<file path="config.mk">
export PLATFORM = sky130hd
export DESIGN_NAME = tt_um_b_10_seq_divider
export DESIGN_NICKNAME = d
export VERILOG_FILES = /design/src/rtl/tt_um_b_10_seq_divider.sv
export SDC_FILE = /design/constraint.sdc
export NUM_CORES = 1
export LEC_CHECK = 0
export ABC_CLOCK_PERIOD_IN_PS = 1820
export BUFFER_PORTS_ARGS = -buffer_cell sky130_fd_sc_hd__buf_2
export CORE_MARGIN = 2
export CORE_UTILIZATION = 30
export CTS_CLUSTER_SIZE = 28
export DETAILED_ROUTE_END_ITERATION = 8
export HOLD_SLACK_MARGIN = 0.02
export REMOVE_ABC_BUFFERS = 1
export SYNTH_ARGS = -nofsm -noshare
export SYNTH_HDL_FRONTEND = slang
export SYNTH_SLANG_ARGS = --single-unit
export TNS_END_PERCENT = 1
</file>
<file path="constraint.sdc">
create_clock -name clk -period 1.82 [get_ports clk]
set_clock_uncertainty 0.1 [all_clocks]
set_input_delay 0 -clock clk [delete_from_list [all_inputs] [get_ports clk]]
set_output_delay 0 -clock clk [all_outputs]
set_load 0.05 [all_outputs]
</file>
<file path="src/rtl/tt_um_b_10_seq_divider.sv">
// Sequential 8-by-4 restoring divider: P = M*Q + R, one quotient bit per clock.
// Quotient overflow (P/M >= 16) and divide-by-zero both report err with Q=R=4'hF.
module tt_um_b_10_seq_divider (
  input  logic       clk,
  input  logic       rst_n,
  input  logic       ena,
  input  logic [7:0] ui_in,
  input  logic [7:0] uio_in,
  output logic [7:0] uo_out,
  output logic [7:0] uio_out,
  output logic [7:0] uio_oe
);

  localparam int unsigned DW = 8;  // dividend / internal quotient width
  localparam int unsigned MW = 4;  // divisor, result-nibble width
  localparam int unsigned CW = 4;  // iteration counter width

  typedef enum logic [1:0] {
    S_IDLE,
    S_RUN,
    S_DONE
  } state_e;

  state_e        state_q, state_d;
  logic          start_q, start_d;
  logic [DW-1:0] dvd_q, dvd_d;
  logic [MW-1:0] rem_q, rem_d;
  logic [MW-1:0] m_q, m_d;
  logic [CW-1:0] cnt_q, cnt_d;
  logic [DW-1:0] res_q, res_d;
  logic          busy_q, busy_d;
  logic          done_q, done_d;
  logic          err_q, err_d;

  logic          start_acc;
  logic [MW:0]   shift_rem;
  logic [MW+1:0] diff;
  logic          q_bit;
  logic [MW-1:0] new_rem;
  logic [DW-1:0] quot_nx;
  logic          unused_c;

  // One restoring step: shift in the next dividend bit, trial-subtract the divisor.
  always_comb begin
    start_acc = uio_in[4] & ~start_q;
    shift_rem = {rem_q, dvd_q[DW-1]};
    diff      = {1'b0, shift_rem} - {2'b00, m_q};
    q_bit     = ~diff[MW+1];
    new_rem   = q_bit ? diff[MW-1:0] : shift_rem[MW-1:0];
    quot_nx   = {dvd_q[DW-2:0], q_bit};
  end

  // Next-state and register-update logic.
  always_comb begin
    state_d = state_q;
    start_d = uio_in[4];
    dvd_d   = dvd_q;
    rem_d   = rem_q;
    m_d     = m_q;
    cnt_d   = cnt_q;
    res_d   = res_q;
    busy_d  = busy_q;
    done_d  = done_q;
    err_d   = err_q;
    case (state_q)
      S_IDLE, S_DONE: begin
        if (start_acc) begin
          if (uio_in[MW-1:0] == '0) begin
            state_d = S_DONE;
            busy_d  = 1'b0;
            done_d  = 1'b1;
            err_d   = 1'b1;
            res_d   = '1;
          end else begin
            state_d = S_RUN;
            dvd_d   = ui_in;
            m_d     = uio_in[MW-1:0];
            rem_d   = '0;
            cnt_d   = '0;
            busy_d  = 1'b1;
            done_d  = 1'b0;
            err_d   = 1'b0;
          end
        end
      end
      S_RUN: begin
        dvd_d = quot_nx;
        rem_d = new_rem;
        cnt_d = cnt_q + CW'(1);
        if (cnt_q == CW'(DW - 1)) begin
          state_d = S_DONE;
          busy_d  = 1'b0;
          done_d  = 1'b1;
          if (quot_nx[DW-1:MW] != '0) begin
            err_d = 1'b1;
            res_d = '1;
          end else begin
            err_d = 1'b0;
            res_d = {new_rem, quot_nx[MW-1:0]};
          end
        end
      end
      default: state_d = S_IDLE;
    endcase
  end

  always_ff @(posedge clk or negedge rst_n) begin
    if (!rst_n) begin
      state_q <= S_IDLE;
      start_q <= 1'b0;
      dvd_q   <= '0;
      rem_q   <= '0;
      m_q     <= '0;
      cnt_q   <= '0;
      res_q   <= '0;
      busy_q  <= 1'b0;
      done_q  <= 1'b0;
      err_q   <= 1'b0;
    end else begin
      state_q <= state_d;
      start_q <= start_d;
      dvd_q   <= dvd_d;
      rem_q   <= rem_d;
      m_q     <= m_d;
      cnt_q   <= cnt_d;
      res_q   <= res_d;
      busy_q  <= busy_d;
      done_q  <= done_d;
      err_q   <= err_d;
    end
  end

  assign uo_out   = res_q;
  assign uio_out  = {err_q, done_q, busy_q, 5'b0_0000};
  assign uio_oe   = 8'b1110_0000;
  assign unused_c = ^{ena, uio_in[7:5], diff[MW]};

endmodule

</file>
==> flow_summary.ini <==
[power]
ir_worst_vdd_uv = 920.7
p_per_area_nw_per_um2 = 1887
power.leakage_nw = 1.095

[drt]
first_pass_iters = 4
dr.first_iter.drc_count = 41
drcViolationCount = 0
wl_met3_um = 166
detail_route.wl_per_cell_um = 12.51
m1WireLength_mm = 1.707
postRouteAntennaNets = 0
top_layer = met4
num_vias = 1313
met2_length_mm = 1.685
routed_via_density = 4.543
wirelength_mm = 3.615

[global_routing]
grt_max_degree = 35
antenna_found_initial = 0
grt_pass1_vias = 1316
grt_first_pass_wirelength_mm = 6.161
grt.total_usage = 0.1257
grt-ovfl-total = 0

[timing]
fin_crit_sh = 0.9777
slew_violations = 0
maxSlewHeadroom = 0.4935
setup_viol = 0
worstMarginPinSlew_ps = 759.8
timing.final.crit_period_ps = 1779
setup_ws_ps = 40.64
fmax_mhz = 562.0
holdWs_ps = 128.6
final-hold-violation-count = 0

[floorplanning]
die_h_um = 80.50
core_area_um2 = 5574
ioPinCount = 43
initial_utilization = 0.3149
chipWidth_um = 80.50
row_count = 27
fp.dieArea_um2 = 6479

[status]
status = finished clean

[clock_tree]
cts_tree = built
htree_levels = 2
clk_latency_ps = 290
cts_buffers = 5
clkTransAtPathRegs_ps = 70
root_buffer = clkbuf_8
cts.sinks = 34
clk_path_buf_depth = 2

[placed_design]
io_buffers = 25
place_area_um2 = 1964
gp_congestion = 0.7189
place_ws_ps = -23.70
place_hpwl_mm = 2.476

[final_layout]
nets = 241
n_antenna_cell = 0
drive_gt1_frac = 0.3456
synthToLayoutAreaGrowth_pct = 31.08
fillCellCount = 577
seqCellArea_um2 = 850.8
post-route-util = 0.4128
final_area_um2 = 2301
multi_input_area_um2 = 845.8

[critical_path]
path_cells = dlygate4sd3_1 > buf_2 > or4_4 > nand2b_4 > buf_6 > mux2_2
crit_fanout = 8
cpPeakStageDelay_ps = 560
arrival_ps = 1850
critPathRequiredTime_ps = 1890
cp_slowest_cell = or4_4
critPathKind = primary input to register
end_kind = register
start_kind = primary input

[logic_synthesis]
ys_ff_latch = 34
ys_seq_area_frac = 0.4847
yosysWarnings = 0
synth_ff_type = dfrtp_1
synth_cell_types = 36
synth_top_area_frac = 0.4847
syn_inst = 164
synth_edf_count = 0
syn-cell-area_um2 = 1755
synth.avg_cell_area_um2 = 10.70
synth_area_leaders = dfrtp_1 (48%), buf_4 (6.8%), mux2i_1 (5.1%)
yosys.area.top_type = dfrtp_1
synthArstFlopShare = 1.000

[min_path]
hold_path.class = primary input to register

[run]
maxCapViolations = 0
==> registers in the layout, indices dropped and copies added (netlist names) <==
signal   cells
dvd_q        8
m_q          4
rem_q        4
uo_out       8
start_q      1
state_q      2
done_q       1
busy_q       1
err_q        1
cnt_q        4
==> layer usage <==
metal / global-route usage / up-vias
met1: 0.1630 / 636
met5: 0 / -
met3: 0.04382 / 6
met4: 0.05085 / 0
li1: - / 642
met2: 0.1908 / 29
==> worst paths after layout <==
kind	endpoint	cells past startpoint	start	slack, ps
worst max-delay path	m_q[0]	6	uio_in[0]	40
worst min-delay path	state_q[0]	4	uio_in[3]	130
max in group asynchronous	err_q	2	rst_n	910
worst min register to register	cnt_q[3]	1	cnt_q[3]	380
worst max register to register	rem_q[1]	8	dvd_q[7]	80
min in group asynchronous	cnt_q[2]	2	rst_n	220
==> where the power goes <==
group | internal [mW] | leakage, nW | switching, mW | total (mW)
Clock | 0.305 | 0.0482 | 0.263 | 0.568
Combinational | 1.13 | 0.647 | 1.32 | 2.45
Sequential | 1.09 | 0.399 | 0.235 | 1.32
==> area by class of cell <==
| type | count | share of cell area |
|---|---|---|
| multi-input cells | 113 | 0.3676 |
| repair buffers | 56 | 0.1740 |
| well taps | 72 | 0.03915 |
| clock buffers | 7 | 0.03752 |
| clock inverters | 1 | 0.002175 |
| flip-flops and latches | 34 | 0.3698 |
| inverters | 6 | 0.009788 |
==> layout by cell type (no fill, tap or decap), drive strengths merged, types with 2 or more instances in the layout <==
cell | netlist | routed
o21ai | 19 | 19
nand2 | 16 | 16
mux2i | 9 | 9
o22a | 4 | 4
dfrtp | 34 | 34
a21oi | 2 | 2
nand3 | 7 | 7
a2bb2oi | 4 | 4
ha | 5 | 5
mux2 | 8 | 8
inv | 6 | 6
nor2 | 6 | 6
nand2b | 4 | 4
conb | 2 | 13
clkbuf | 3 | 7
dlygate4sd3 | 0 | 14
nor3 | 4 | 4
buf | 19 | 42
==> per-stage QoR <==
stage / setup TNS (ps) / std cells / power (mW)
6_report: 0 / 289 / 4.342
5_1_grt: -17.18 / 289 / 4.742
4_1_cts: -0.6093 / 289 / 4.095
3_5_place_dp: -61.26 / 266 / 3.434
3_3_place_gp: 0 / 266 / 3.399
2_1_floorplan: -294.0 / 153 / 2.750
==> synth_stat cells, types with 2 or more instances <==
cell	instances
dfrtp_1	34
buf_4	16
nand2_1	16
o21ai_1	11
mux2i_1	9
mux2_2	8
nand3_1	7
o21ai_0	7
inv_1	6
nor2_1	6
ha_1	5
a2bb2oi_1	4
o22a_1	4
clkbuf_1	3
nand2b_1	3
nor3_1	3
a21oi_1	2
conb_1	2
==> worst max-delay path, delay by kind of cell <==
kind / cells / cell delay, ps
buf+inv: 3 / 810
simple gates: 2 / 730
mux: 1 / 330
==> timing repair <==
| item | 4_1_cts | 5_1_grt |
|---|---|---|
| setup endpoints to repair | 4 | 19 |
| pin swaps | 0 | 2 |
| endpoints found under the hold margin | 48 | 0 |
| resized for setup | 3 | 18 |
| buffers inserted | 1 | 0 |
| hold buffers | 14 | 0 |
| cloned | 0 | 0 |
==> cells by family (layout without fill, tap and decap cells) <==
logic type / after synthesis / in the layout / synth area share
AOI/OAI and AO/OA: 33 / 33 / 0.1197
DFF: 34 / 34 / 0.4847
muxes: 17 / 17 / 0.1026
adders and majority gates: 6 / 6 / 0.04704
xor gates and xnor gates: 1 / 1 / 0.004990
and+or+nand+nor: 43 / 43 / 0.1283
buffers and inverters: 28 / 70 / 0.1083
other: 2 / 13 / 0.004278
No activity file was read; power rests on OpenSTA's default activity.
